`config.mk`:
```
export PLATFORM = sky130hd
export DESIGN_NAME = rf_wb_arbiter_flat
export DESIGN_NICKNAME = d
export VERILOG_FILES = /design/src/rtl/rf_wb_if.sv /design/src/rtl/rf_wb_arbiter.sv /design/src/flat_wrapper.sv
export SDC_FILE = /design/constraint.sdc
export NUM_CORES = 1
export LEC_CHECK = 0
export ABC_AREA = 1
export BUFFER_PORTS_ARGS = -buffer_cell sky130_fd_sc_hd__buf_2
export CAP_MARGIN = 0
export CORE_ASPECT_RATIO = 1.75
export CORE_UTILIZATION = 34
export DETAILED_ROUTE_END_ITERATION = 6
export PLACE_DENSITY = 0.62
export SETUP_SLACK_MARGIN = 0.15
export SKIP_CTS_REPAIR_TIMING = 1
export SLEW_MARGIN = 5
export SYNTH_ARGS = -nofsm -noshare
export SYNTH_HDL_FRONTEND = slang
export SYNTH_SLANG_ARGS = --single-unit
export TNS_END_PERCENT = 1
```
`constraint.sdc`:
```
create_clock -name clk -period 2.9 [get_ports clk]
set_input_delay 0.58 -clock clk [delete_from_list [all_inputs] [get_ports clk]]
set_output_delay 0.58 -clock clk [all_outputs]
set_load 0.05 [all_outputs]
```
`src/rtl/rf_wb_if.sv`:
```
// Write-back arbiter bus: ALU result, long-latency handshake, scoreboard
// allocation, and the register-file write port.
interface rf_wb_if;
  logic        alu_we;
  logic [3:0]  alu_addr;
  logic [16:0] alu_data;
  logic        lng_vld;
  logic [3:0]  lng_addr;
  logic [16:0] lng_data;
  logic        lng_rdy;
  logic        alloc_vld;
  logic [3:0]  alloc_addr;
  logic [15:0] busy;
  logic        hold_req;
  logic        we;
  logic [3:0]  dst_addr;
  logic [16:0] dst;

  // pipeline side: drives results and allocations
  modport master (
    output alu_we, alu_addr, alu_data, lng_vld, lng_addr, lng_data,
           alloc_vld, alloc_addr,
    input  lng_rdy, busy, hold_req, we, dst_addr, dst
  );

  // arbiter side
  modport slave (
    input  alu_we, alu_addr, alu_data, lng_vld, lng_addr, lng_data,
           alloc_vld, alloc_addr,
    output lng_rdy, busy, hold_req, we, dst_addr, dst
  );
endinterface

```
`src/rtl/rf_wb_arbiter.sv`:
```
// Register-file write-back arbiter. ALU results always win; long-latency
// results queue in a small FIFO (or bypass it when it is empty and the ALU
// is idle). Tracks pending writes in a busy scoreboard and raises hold_req
// when the FIFO head has been starved for STARVE_MAX cycles.
module rf_wb_arbiter #(
  parameter int FIFO_DEPTH = 2,
  parameter int STARVE_MAX = 4
) (
  input  logic   clk,
  input  logic   rst_n,
  rf_wb_if.slave bus
);
  localparam int AW = (FIFO_DEPTH > 1) ? $clog2(FIFO_DEPTH) : 1;
  localparam int CW = $clog2(STARVE_MAX + 1);

  typedef struct packed {
    logic [3:0]  addr;
    logic [16:0] data;
  } entry_t;

  entry_t        mem [FIFO_DEPTH];
  logic [AW-1:0] wr_ptr, rd_ptr;
  logic [AW:0]   count;
  logic          full, empty;
  logic          hs, push, pop, bypass, sel_vld, issue;
  logic [3:0]    sel_addr;
  logic [16:0]   sel_data;
  logic [CW-1:0] starve, starve_nxt;
  logic [15:0]   busy_nxt;

  assign full        = (count == (AW+1)'(FIFO_DEPTH));
  assign empty       = (count == '0);
  assign bus.lng_rdy = !full;
  assign hs          = bus.lng_vld & !full;

  // priority: ALU, then FIFO head, then direct bypass of a fresh result
  assign pop     = !bus.alu_we & !empty;
  assign bypass  = !bus.alu_we & empty & hs;
  assign push    = hs & !bypass;
  assign sel_vld = bus.alu_we | pop | bypass;

  // select the winning result
  always_comb begin
    sel_addr = bus.lng_addr;
    sel_data = bus.lng_data;
    if (bus.alu_we) begin
      sel_addr = bus.alu_addr;
      sel_data = bus.alu_data;
    end else if (pop) begin
      sel_addr = mem[rd_ptr].addr;
      sel_data = mem[rd_ptr].data;
    end
  end

  // register 0 is a sink: results to it are consumed but never written
  assign issue = sel_vld & (sel_addr != 4'd0);

  // starvation count saturates at STARVE_MAX so hold_req stays up until a pop
  always_comb begin
    starve_nxt = starve;
    if (pop || empty)
      starve_nxt = '0;
    else if (bus.alu_we && starve != CW'(STARVE_MAX))
      starve_nxt = starve + 1'b1;
  end

  // scoreboard: clear on issue, then set on alloc so a newer pending write wins
  always_comb begin
    busy_nxt = bus.busy;
    if (issue)
      busy_nxt[sel_addr] = 1'b0;
    if (bus.alloc_vld)
      busy_nxt[bus.alloc_addr] = 1'b1;
    busy_nxt[0] = 1'b0;
  end

  // FIFO storage; contents need no reset since count gates visibility
  always_ff @(posedge clk) begin
    if (push)
      mem[wr_ptr] <= '{addr: bus.lng_addr, data: bus.lng_data};
  end

  // FIFO pointers and occupancy
  always_ff @(posedge clk or negedge rst_n) begin
    if (!rst_n) begin
      wr_ptr <= '0;
      rd_ptr <= '0;
      count  <= '0;
    end else begin
      if (push) wr_ptr <= wr_ptr + 1'b1;
      if (pop)  rd_ptr <= rd_ptr + 1'b1;
      case ({push, pop})
        2'b10:   count <= count + 1'b1;
        2'b01:   count <= count - 1'b1;
        default: count <= count;
      endcase
    end
  end

  // registered write port; address/data hold when nothing is written
  always_ff @(posedge clk or negedge rst_n) begin
    if (!rst_n) begin
      bus.we       <= 1'b0;
      bus.dst_addr <= '0;
      bus.dst      <= '0;
    end else begin
      bus.we <= issue;
      if (issue) begin
        bus.dst_addr <= sel_addr;
        bus.dst      <= sel_data;
      end
    end
  end

  // starvation tracking and hold request
  always_ff @(posedge clk or negedge rst_n) begin
    if (!rst_n) begin
      starve       <= '0;
      bus.hold_req <= 1'b0;
    end else begin
      starve       <= starve_nxt;
      bus.hold_req <= (starve_nxt == CW'(STARVE_MAX));
    end
  end

  // busy scoreboard
  always_ff @(posedge clk or negedge rst_n) begin
    if (!rst_n) bus.busy <= '0;
    else        bus.busy <= busy_nxt;
  end
endmodule

```
`src/flat_wrapper.sv`:
```
// flat-port wrapper written by rule: the top's interface ports become plain ports
module rf_wb_arbiter_flat 
#(
  parameter int FIFO_DEPTH = 2,
  parameter int STARVE_MAX = 4
)
  (clk, rst_n, bus_alu_we, bus_alu_addr, bus_alu_data, bus_lng_vld, bus_lng_addr, bus_lng_data, bus_alloc_vld, bus_alloc_addr, bus_lng_rdy, bus_busy, bus_hold_req, bus_we, bus_dst_addr, bus_dst);
  rf_wb_if bus_i ();
  input  logic clk;
  input  logic rst_n;
  input wire logic [$bits(bus_i.alu_we)-1:0] bus_alu_we;
  input wire logic [$bits(bus_i.alu_addr)-1:0] bus_alu_addr;
  input wire logic [$bits(bus_i.alu_data)-1:0] bus_alu_data;
  input wire logic [$bits(bus_i.lng_vld)-1:0] bus_lng_vld;
  input wire logic [$bits(bus_i.lng_addr)-1:0] bus_lng_addr;
  input wire logic [$bits(bus_i.lng_data)-1:0] bus_lng_data;
  input wire logic [$bits(bus_i.alloc_vld)-1:0] bus_alloc_vld;
  input wire logic [$bits(bus_i.alloc_addr)-1:0] bus_alloc_addr;
  output wire logic [$bits(bus_i.lng_rdy)-1:0] bus_lng_rdy;
  output wire logic [$bits(bus_i.busy)-1:0] bus_busy;
  output wire logic [$bits(bus_i.hold_req)-1:0] bus_hold_req;
  output wire logic [$bits(bus_i.we)-1:0] bus_we;
  output wire logic [$bits(bus_i.dst_addr)-1:0] bus_dst_addr;
  output wire logic [$bits(bus_i.dst)-1:0] bus_dst;
  assign bus_i.alu_we = bus_alu_we;
  assign bus_i.alu_addr = bus_alu_addr;
  assign bus_i.alu_data = bus_alu_data;
  assign bus_i.lng_vld = bus_lng_vld;
  assign bus_i.lng_addr = bus_lng_addr;
  assign bus_i.lng_data = bus_lng_data;
  assign bus_i.alloc_vld = bus_alloc_vld;
  assign bus_i.alloc_addr = bus_alloc_addr;
  assign bus_lng_rdy = bus_i.lng_rdy;
  assign bus_busy = bus_i.busy;
  assign bus_hold_req = bus_i.hold_req;
  assign bus_we = bus_i.we;
  assign bus_dst_addr = bus_i.dst_addr;
  assign bus_dst = bus_i.dst;
  rf_wb_arbiter #(.FIFO_DEPTH(FIFO_DEPTH), .STARVE_MAX(STARVE_MAX)) u_core (.clk(clk), .rst_n(rst_n), .bus(bus_i));
endmodule
```
==> results of run 1 <==
==> registers in the layout, indices dropped and copies added (netlist names) <==
name / flops
u_core.bus.dst: 17
u_core.mem: 42
u_core.starve: 3
u_core.bus.busy: 15
u_core.rd_ptr: 1
u_core.bus.hold_req: 1
u_core.count: 2
u_core.bus.dst_addr: 4
u_core.bus.we: 1
u_core.wr_ptr: 1
==> final timing paths <==
check / endpoint / slack (ns) / startpoint / depth (start not counted)
min: u_core.bus.dst[7] / 0.44 / rst_n / 1
max in group asynchronous: u_core.bus.dst_addr[1] / 1.81 / rst_n / 1
max: u_core.bus.dst[7] / 0.87 / bus_alu_we / 11
max reg2reg: u_core.bus.dst[14] / 0.88 / u_core.rd_ptr / 11
min in group clk: u_core.mem[1][7] / 0.45 / bus_lng_data[7] / 1
min reg2reg: u_core.bus.busy[15] / 0.47 / u_core.bus.busy[15] / 2
==> cell families after synthesis <==
group / synth area share
other: 0.000922
AOI/OAI and AO/OA: 0.0526
DFF: 0.587
adders and majority gates: 0.00923
xor gates and xnor gates: 0.0108
buffers and inverters: 0.0492
and+or+nand+nor: 0.290
==> cells in the mapped netlist (3+ instances only) <==
library cell and number:
sky130_fd_sc_hd__a21oi_1 3, sky130_fd_sc_hd__buf_2 8, sky130_fd_sc_hd__buf_6 3, sky130_fd_sc_hd__clkbuf_1 3
sky130_fd_sc_hd__dfrtp_1 45, sky130_fd_sc_hd__edfxtp_1 42, sky130_fd_sc_hd__ha_1 3, sky130_fd_sc_hd__inv_1 21
sky130_fd_sc_hd__nand2_1 159, sky130_fd_sc_hd__nand2_2 10, sky130_fd_sc_hd__nand3_1 29, sky130_fd_sc_hd__nor2_1 49
sky130_fd_sc_hd__nor2_2 3, sky130_fd_sc_hd__nor2_4 3, sky130_fd_sc_hd__nor3_1 4, sky130_fd_sc_hd__o21ai_0 12
sky130_fd_sc_hd__o21ai_1 5, sky130_fd_sc_hd__o311ai_0 11, sky130_fd_sc_hd__xor2_1 4
==> per-layer routing <==
layer	vias up	routed length, um	global-route usage
met4	0	380	0.100
met5	-	0	0
met1	1512	3760	0.181
li1	1593	-	-
met3	22	532	0.0334
met2	103	5540	0.324
==> area by class of cell <==
class | instances | share of cell area
Timing Repair Buffer | 93 | 0.0967
Clock inverter | 5 | 0.0115
Tap cell | 135 | 0.0344
Sequential cell | 87 | 0.486
Multi-Input combinational cell | 308 | 0.302
Inverter | 24 | 0.0188
Clock buffer | 11 | 0.0514
==> per-stage QoR <==
stage               setup slack, ns  cells  utilization  instance area, sq um  total power, mW
finish                        0.870    663        0.424                  4920             5.68
global route                  0.581    663        0.424                  4920             6.01
CTS                           0.836    663        0.424                  4920             5.74
detailed placement            0.492    647        0.398                  4610             4.55
global placement              0.566    647        0.398                  4610             4.49
floorplan                     0.480    435            -                  4070             3.92
==> power breakdown <==
group          leakage, nW  switching [mW]  internal [mW]
sequential           0.936           0.221           1.75
clock                0.152           0.467          0.712
combinational         1.23            1.94          0.595
==> out/results.tsv, run 1 <==
metric	value	unit
status	finished, violations left	
failing_checks	DRC	
timing_hold_violations_final	0	
maximum_vdd_drop	0.000599	V
cts-root-buf	sky130_fd_sc_hd__clkbuf_16	
total_negative_setup_slacks	0	ns
mostFrequentLayoutCell	sky130_fd_sc_hd__nand2_1	
fillCellCount	1182	
grt_pass1_wl	16500	um
critical_path.cell_chain	buf_2 -> inv_1 -> nand2_2 -> nor2_1 -> nor2_2 -> nor2_4 -> nand2_8 -> nand2_8 -> inv_4 -> nand2_2 -> nand2_1	
synth_seq_cells	87	
syn_nets	489	
drc_errors_left	9	
deepest_clock_path_buffer_count	2	
setup_repair_after_global_routing_missed_its_margin	false	
syn_inst	435	
detailroute.via_count	3230	
hp-class	in -> async	
layout.nets	577	
row_count	52	
max-slew-margin-rel	0.289	
post_drt_wl_per_cell	15.4	um
syn2layout_area_growth	20.9	%
synth_edf_count	42	
core	11600	sq um
synth-main-ff-cell	sky130_fd_sc_hd__dfrtp_1	
postRouteAntennaNets	0	
crit_required	3.12	ns
detail_route.iter0.violations	169	
min_period_over_period	0.700	
synth-async-reset-ratio	0.517	
synth_area_leader_cell	sky130_fd_sc_hd__edfxtp_1	
floorplan.die.width	84.7	um
drt-vias-per-instance	4.87	
final.hold.worst_slack	0.442	ns
ioPinCount	91	
synth-warning-count	0	
drt_pre_antenna_iters	7	
cts_max_level	3	
power_density	1160	nW/um^2
ys_types	33	
layout.cells.most_common_list	sky130_fd_sc_hd__nand2_1, sky130_fd_sc_hd__buf_2, sky130_fd_sc_hd__nor2_1, sky130_fd_sc_hd__dfrtp_1, sky130_fd_sc_hd__edfxtp_1	
crit_type	in -> reg	
cts_tree	built	
cp_slowest_cell	sky130_fd_sc_hd__nand2_2	
slew_at_the_pin_with_the_worst_max_slew_slack	1.07	ns
multi_input_comb_area	1480	sq um
cts-buffers-inserted	9	
clkSinkCount	87	
worst_setup_path_end_kind	flop	
fmaxAchievable	0.493	GHz
routabilityCongestion	0.824	
placement.io_buffers	89	
worst-path-max-fanout	28	
avgSynthCellArea	9.35	sq um
initial_core_util	0.351	
power.leakage	2.31	nW
die_height	147	um
gr_ovfl_total	0	
seqCellArea	2390	sq um
clock_latency	0.34	ns
grt_antenna_before_repair	0	
critPathTopFamily	simple AND/OR/NAND/NOR gates	
detailed_place_hpwl	7520	um
maximum_number_of_pins_on_one_net_before_global_route_repair	46	
finalSetupViolCount	0	
vias_in_the_first_global_route	3400	
yosysSeqAreaShare	0.587	
max_cap_viol_count	0	
cp_num_buf_inv	3	
die_area	12400	sq um
cp.arrival	2.25	ns
synth.cell_area	4070	sq um
drive_above_1_share	0.261	
final_max_slew_viol_count	0	
most_area_consuming_cells_after_synthesis	sky130_fd_sc_hd__edfxtp_1, sky130_fd_sc_hd__dfrtp_1, sky130_fd_sc_hd__nand2_1	
clk_pin_slew_worst_setup_hold_paths	0.06	ns
postRouteWirelength	10200	um
diodes	0	
critical_path.startpoint_type	primary input	
post_route_minimum_period	2.03	ns
slowest_delay	0.29	ns
fin_worst_skew	0.00772	ns
synth_top_area_share	0.310	
grt_util_all_layers	0.175	
(Power assumes the default switching activity.)
==> inputs of run 2 (changes only) <==
- PLACE_DENSITY: 0.62 -> 0.64
- clock period: 2.9 -> 1.69 ns (I/O delays scaled with it)
==> run 2 against run 1 <==
  * The run now ends clean
  * Register-to-register slack lost 0.86 ns
  * Cell count is 5.7% higher
  * Die area stayed put
  * Sequential power grew 73%
  * Via count is 6.5% higher
  * First-iteration DRC count up 10%
  * Utilization rose by 4.4 points
  * Setup slack got worse by 0.85 ns
  * Largest cell class unchanged
==> out/results.tsv, run 2 (synthesis results as in run 1) <==
metric	value	unit
fmaxAchievable	0.599	GHz
row_count	52	
critical_path.cell_chain	nor2_4 -> buf_12 -> nor2_4 -> nand2_2 -> nand3_4 -> nor2_8 -> nand2_8 -> nand2_8 -> clkbuf_16 -> o21ai_1	
largest_registers	u_core.mem x42, u_core.bus.dst x17, u_core.bus.busy x15	
post_drt_wl_per_cell	15.9	um
detail_route.iter0.violations	186	
routabilityCongestion	0.857	
cp.depth	10	
total_negative_setup_slacks	0	ns
postRouteWirelength	11200	um
final.hold.worst_slack	0.207	ns
cp_num_buf_inv	2	
regMostFlops	u_core.mem	
hp-class	in -> reg	
cts_tree	built	
cts-buffers-inserted	9	
postRouteAntennaNets	0	
initial_core_util	0.351	
die_height	147	um
maximum_vdd_drop	0.00103	V
placedCellCount	681	
drt-vias-per-instance	4.91	
placement.io_buffers	89	
max_cap_viol_count	0	
layout.cells.non_filler	701	
reg2reg_slack	0.02	ns
fillCellCount	1139	
largest_reg_flops	42	
fin_worst_skew	0.00626	ns
final_max_slew_viol_count	0	
worst-path-max-fanout	7	
hold_path.startpoint	bus_lng_data[6]	
worst_setup_path_end_kind	flop	
min_path_cells	1	
syn2layout_area_growth	33.5	%
fin_ws	0.0219	ns
mostFrequentLayoutCell	sky130_fd_sc_hd__nand2_1	
cp_slowest_cell	sky130_fd_sc_hd__dfrtp_1	
crit_required	1.92	ns
drive_above_1_share	0.341	
drt_pre_antenna_iters	6	
critPathTopFamily	simple AND/OR/NAND/NOR gates	
layout.nets	615	
timing_hold_violations_final	0	
vias_in_the_first_global_route	3503	
finalSetupViolCount	0	
crit_type	reg -> reg	
status	finished, final reports clean	
grt_util_all_layers	0.186	
core	11600	sq um
ioPinCount	91	
drc_errors_left	0	
maximum_number_of_pins_on_one_net_before_global_route_repair	22	
detailroute.via_count	3439	
clock_latency	0.34	ns
worstRegToRegCells	10	
r2r_start	u_core.count[1]	
layout.cells.most_common_list	sky130_fd_sc_hd__nand2_1, sky130_fd_sc_hd__buf_2, sky130_fd_sc_hd__nor2_1, sky130_fd_sc_hd__dfrtp_1, sky130_fd_sc_hd__edfxtp_1	
power_density	1920	nW/um^2
detailed_place_hpwl	8410	um
slowest_delay	0.43	ns
clkSinkCount	87	
setup_repair_after_global_routing_missed_its_margin	true	
gr_ovfl_total	0	
cts-root-buf	sky130_fd_sc_hd__clkbuf_16	
cp.arrival	1.89	ns
floorplan.die.width	84.7	um
power.leakage	2.55	nW
timing.critical_path.from	u_core.count[1]	
grt_pass1_wl	17300	um
die_area	12400	sq um
critical_path.startpoint_type	flop	
pre_cts_slack	-0.0546	ns
grt_antenna_before_repair	0	
deepest_clock_path_buffer_count	2	
post_route_minimum_period	1.67	ns
cts_max_level	3	
clk_pin_slew_worst_setup_hold_paths	0.06	ns
final_core_util	0.469	
diodes	0	
min_period_over_period	0.987	
## run 2: changes by cell type in the layout (fill, tap and decap cells not counted), moves of 5 or more
cell / previous run / this run
sky130_fd_sc_hd__buf_12: 0 / 8
sky130_fd_sc_hd__buf_4: 4 / 31
sky130_fd_sc_hd__clkbuf_1: 0 / 5
sky130_fd_sc_hd__nand2_1: 159 / 148
sky130_fd_sc_hd__nand2_2: 10 / 20
sky130_fd_sc_hd__nand3_1: 29 / 23
sky130_fd_sc_hd__nor2_2: 5 / 0
sky130_fd_sc_hd__nor2_4: 3 / 9
sky130_fd_sc_hd__o21ai_0: 12 / 6
sky130_fd_sc_hd__o311ai_0: 11 / 5
sky130_fd_sc_hd__o311ai_1: 0 / 6
## run 2: through the flow
| stage | instance area [sq um] | power, mW |
|---|---|---|
| after floorplan | 4100 | 6.78 |
| after global placement | 4990 | 8.35 |
| final | 5430 | 10.4 |
| after global routing | 5430 | 11.0 |
| after detailed placement | 4990 | 8.44 |
| after CTS | 5250 | 10.2 |
## run 2: worst reg2reg max path: stages (launching register included)
cell                        delay [ns]
sky130_fd_sc_hd__dfrtp_1          0.43
sky130_fd_sc_hd__nor2_4           0.16
sky130_fd_sc_hd__buf_12           0.13
sky130_fd_sc_hd__nor2_4           0.05
sky130_fd_sc_hd__nand2_2          0.10
sky130_fd_sc_hd__nand3_4          0.11
sky130_fd_sc_hd__nor2_8           0.15
sky130_fd_sc_hd__nand2_8          0.08
sky130_fd_sc_hd__nand2_8          0.13
sky130_fd_sc_hd__clkbuf_16        0.16
sky130_fd_sc_hd__o21ai_1          0.06
## run 2: worst paths after layout
kind                                          endpoint
min in group asynchronous          u_core.bus.busy[15]
max in group asynchronous           u_core.bus.dst[12]
worst max register to register  u_core.bus.dst_addr[2]
worst min-delay path                  u_core.mem[0][6]
worst min register to register       u_core.bus.dst[5]
worst max-delay path            u_core.bus.dst_addr[2]
## run 2: area by class of cell
cell class,count,area (sq um),share of cell area
inverter,24,97.6,0.0180
clock buffer,14,244,0.0450
timing repair buffer,131,895,0.165
multi-input combinational,308,1620,0.299
tap,135,169,0.0311
sequential,87,2390,0.440
clock inverter,2,10.0,0.00184
## run 2: routing by layer
metal	vias to the layer above	wire length [um]	track usage
met2	109	6380	0.359
met4	0	281	0.0831
li1	1670	-	-
met3	21	489	0.0356
met5	-	0	0
met1	1639	4010	0.189
## run 2: where the power goes
group	leakage [nW]	internal (mW)	switching, mW
Sequential	0.935	3.01	0.392
Combinational	1.49	1.64	3.65
Clock	0.125	0.993	0.754
Total	2.55	5.65	4.79
==> inputs of run 3 (changes only) <==
- ABC_AREA: 1 -> unset
- PLACE_DENSITY: 0.64 -> 0.65
==> run 3 against run 2 <==
  * The flow now finishes with violations (setup timing)
  * Global-route usage shrank 2.6 points
  * Routed wire length shrank 16%
  * Flip-flop and latch count did not move
  * Hold slack gained 0.0056 ns
  * Synthesized cell count is 25% lower
  * Via count decreased by 13%
  * Largest cell class unchanged
==> out/results.tsv, run 3 <==
metric	value	unit
fin_ws	-0.326	ns
yosys.cell_count.top_type	sky130_fd_sc_hd__o21ai_0	
synth-async-reset-ratio	0.517	
pre_cts_slack	-0.413	ns
syn_nets	380	
power_frac_comb	0.480	
endpoint	u_core.bus.dst[16]	
total_power	10.1	mW
switching_power_of_the_nets	4.26	mW
reg2reg_slack	-0.33	ns
initial_core_util	0.353	
final_max_slew_viol_count	0	
deepest_clock_path_buffer_count	2	
internal_power	5.83	mW
placedCellCount	573	
slew_at_the_pin_with_the_worst_max_slew_slack	0.829	ns
timing.critical_path.from	u_core.count[0]	
fmaxAchievable	0.496	GHz
clock_power_share	0.191	
die_height	145	um
synth_seq_cells	87	
postRouteAntennaNets	0	
detailroute.via_count	2980	
diodes	0	
yosysSeqAreaShare	0.602	
synth_top_area_share	0.318	
detail_route.iter0.violations	105	
die_area	12100	sq um
syn_inst	326	
postRouteWirelength	9370	um
row_count	51	
cts_tree	built	
drt-vias-per-instance	5.05	
critical_path.startpoint_type	flop	
grt_pass1_wl	15000	um
worstRegToRegCells	6	
placement.io_buffers	89	
gr_ovfl_total	0	
clock_latency	0.34	ns
power_density	1920	nW/um^2
clkSinkCount	87	
post_drt_wl_per_cell	15.9	um
regMostFlops	u_core.mem	
synth_area_leader_cell	sky130_fd_sc_hd__edfxtp_1	
synth-warning-count	0	
r2r_start	u_core.count[0]	
setup_repair_after_global_routing_missed_its_margin	true	
detailed_place_hpwl	6900	um
worst_setup_path_end_kind	flop	
layout.nets	507	
largest_registers	u_core.mem x42, u_core.bus.dst x17, u_core.bus.busy x15	
power.leakage	2.34	nW
drc_errors_left	0	
crit_required	1.91	ns
synth.cells.most_frequent	sky130_fd_sc_hd__o21ai_0, sky130_fd_sc_hd__dfrtp_1, sky130_fd_sc_hd__edfxtp_1	
ys_types	44	
vias_in_the_first_global_route	3096	
layout.cells.non_filler	590	
cts-root-buf	sky130_fd_sc_hd__clkbuf_16	
final.hold.worst_slack	0.212	ns
avgSynthCellArea	12.2	sq um
floorplan.die.width	83.6	um
cp.arrival	2.24	ns
grt_util_all_layers	0.160	
status	finished, violations left	
failing_checks	setup timing	
post_route_minimum_period	2.02	ns
netSwitchingFraction	0.422	
cts-buffers-inserted	9	
max-slew-margin-rel	0.433	
clk_pin_slew_worst_setup_hold_paths	0.06	ns
routabilityCongestion	0.950	
syn2layout_area_growth	32.7	%
worst-path-max-fanout	18	
min_path_cells	1	
mostFrequentLayoutCell	sky130_fd_sc_hd__buf_2	
ioPinCount	91	
largest_reg_flops	42	
core	11200	sq um
drt_pre_antenna_iters	4	
drive_above_1_share	0.406	
most_area_consuming_cells_after_synthesis	sky130_fd_sc_hd__edfxtp_1, sky130_fd_sc_hd__dfrtp_1, sky130_fd_sc_hd__o21ai_0	
maximum_vdd_drop	0.00109	V
synth_edf_count	42	
cts_max_level	3	
share_seq_of_total_power	0.329	
regToRegEndpoint	u_core.bus.dst[16]	
hp-class	in -> reg	
maximum_number_of_pins_on_one_net_before_global_route_repair	46	
finalSetupViolCount	35	
synth.cell_area	3960	sq um
layout.cells.most_common_list	sky130_fd_sc_hd__buf_2, sky130_fd_sc_hd__o21ai_0, sky130_fd_sc_hd__dfrtp_1, sky130_fd_sc_hd__edfxtp_1, sky130_fd_sc_hd__nand2_1	
grt_antenna_before_repair	0	
max_cap_viol_count	0	
total_negative_setup_slacks	-8.22	ns
min_period_over_period	1.19	
synth-main-ff-cell	sky130_fd_sc_hd__dfrtp_1	
fin_worst_skew	0.00979	ns
timing_hold_violations_final	0	
crit_type	reg -> reg	
## run 3: cell count changes after synthesis, moves of 5 or more
cell / previous run / this run
sky130_fd_sc_hd__o31ai_1: 0 / 12
sky130_fd_sc_hd__nand3_1: 29 / 1
sky130_fd_sc_hd__nor2b_1: 0 / 5
sky130_fd_sc_hd__a21o_1: 0 / 5
sky130_fd_sc_hd__mux2_4: 0 / 9
sky130_fd_sc_hd__o311ai_0: 11 / 0
sky130_fd_sc_hd__inv_1: 21 / 5
sky130_fd_sc_hd__mux2i_1: 0 / 22
sky130_fd_sc_hd__nand2_1: 159 / 40
sky130_fd_sc_hd__nand2_2: 10 / 0
sky130_fd_sc_hd__o21ai_0: 12 / 52
sky130_fd_sc_hd__nor2_1: 49 / 11
sky130_fd_sc_hd__mux2_2: 0 / 9
## run 3: per-layer routing
metal	share of wire	global-route usage	vias up	routed length, um
met5	0	0	-	0
met4	0.023	0.0865	0	218
li1	-	-	1435	-
met2	0.56	0.296	75	5210
met3	0.034	0.0255	14	320
met1	0.39	0.175	1456	3620
## run 3: layout make-up
type,instances,area [sq um]
repair buffers,134,866
multi-input cells,216,1530
inverters,5,18.8
clock buffers,10,229
well taps,132,165
flip-flops and latches,87,2390
clock inverters,6,61.3
fillers,1051,5970
## run 3: worst min-delay path by stage
| stage | startpoint | endpoint | slack, ns |
|---|---|---|---|
| 2_1_floorplan | rst_n | u_core.bus.busy[10] | 0.04 |
| 3_3_place_gp | rst_n | u_core.bus.hold_req | 0.34 |
| 3_5_place_dp | rst_n | u_core.starve[1] | 0.35 |
| 4_1_cts | rst_n | u_core.starve[1] | -0.02 |
| 5_1_grt | bus_lng_data[3] | u_core.mem[1][3] | 0.20 |
| 6_report | bus_lng_data[1] | u_core.mem[0][1] | 0.21 |
## run 3: through the flow
step	instance area, sq um	util
after floorplan	3980	-
after global placement	4880	0.434
after detailed placement	4880	0.434
after CTS	5170	0.460
after global routing	5260	0.468
final	5260	0.468
## run 3: worst max-delay path, stage by stage (launching register included)
cell,delay (ns)
sky130_fd_sc_hd__dfrtp_1,0.42
sky130_fd_sc_hd__or3_4,0.42
sky130_fd_sc_hd__or2_4,0.27
sky130_fd_sc_hd__a22oi_4,0.21
sky130_fd_sc_hd__a21oi_4,0.09
sky130_fd_sc_hd__buf_12,0.17
sky130_fd_sc_hd__mux2_4,0.31
## run 3: cell families after synthesis
| logic type | count (synthesis) | synth area share |
|---|---|---|
| mux | 40 | 0.115 |
| xor+xnor | 5 | 0.0110 |
| compound gates | 92 | 0.144 |
| other cells | 1 | 0.000946 |
| simple gates | 75 | 0.0878 |
| flops | 87 | 0.602 |
| buf+inv | 23 | 0.0294 |
| fa+ha+maj | 3 | 0.00947 |
## run 3: power groups by stage
stage	Combinational (mW)	Sequential [mW]	Clock (mW)
2_1_floorplan	1.90	4.67	0
3_3_place_gp	4.66	3.32	0
3_5_place_dp	4.74	3.34	0
4_1_cts	4.76	3.31	1.98
5_1_grt	5.22	3.41	2.04
6_report	4.85	3.32	1.93
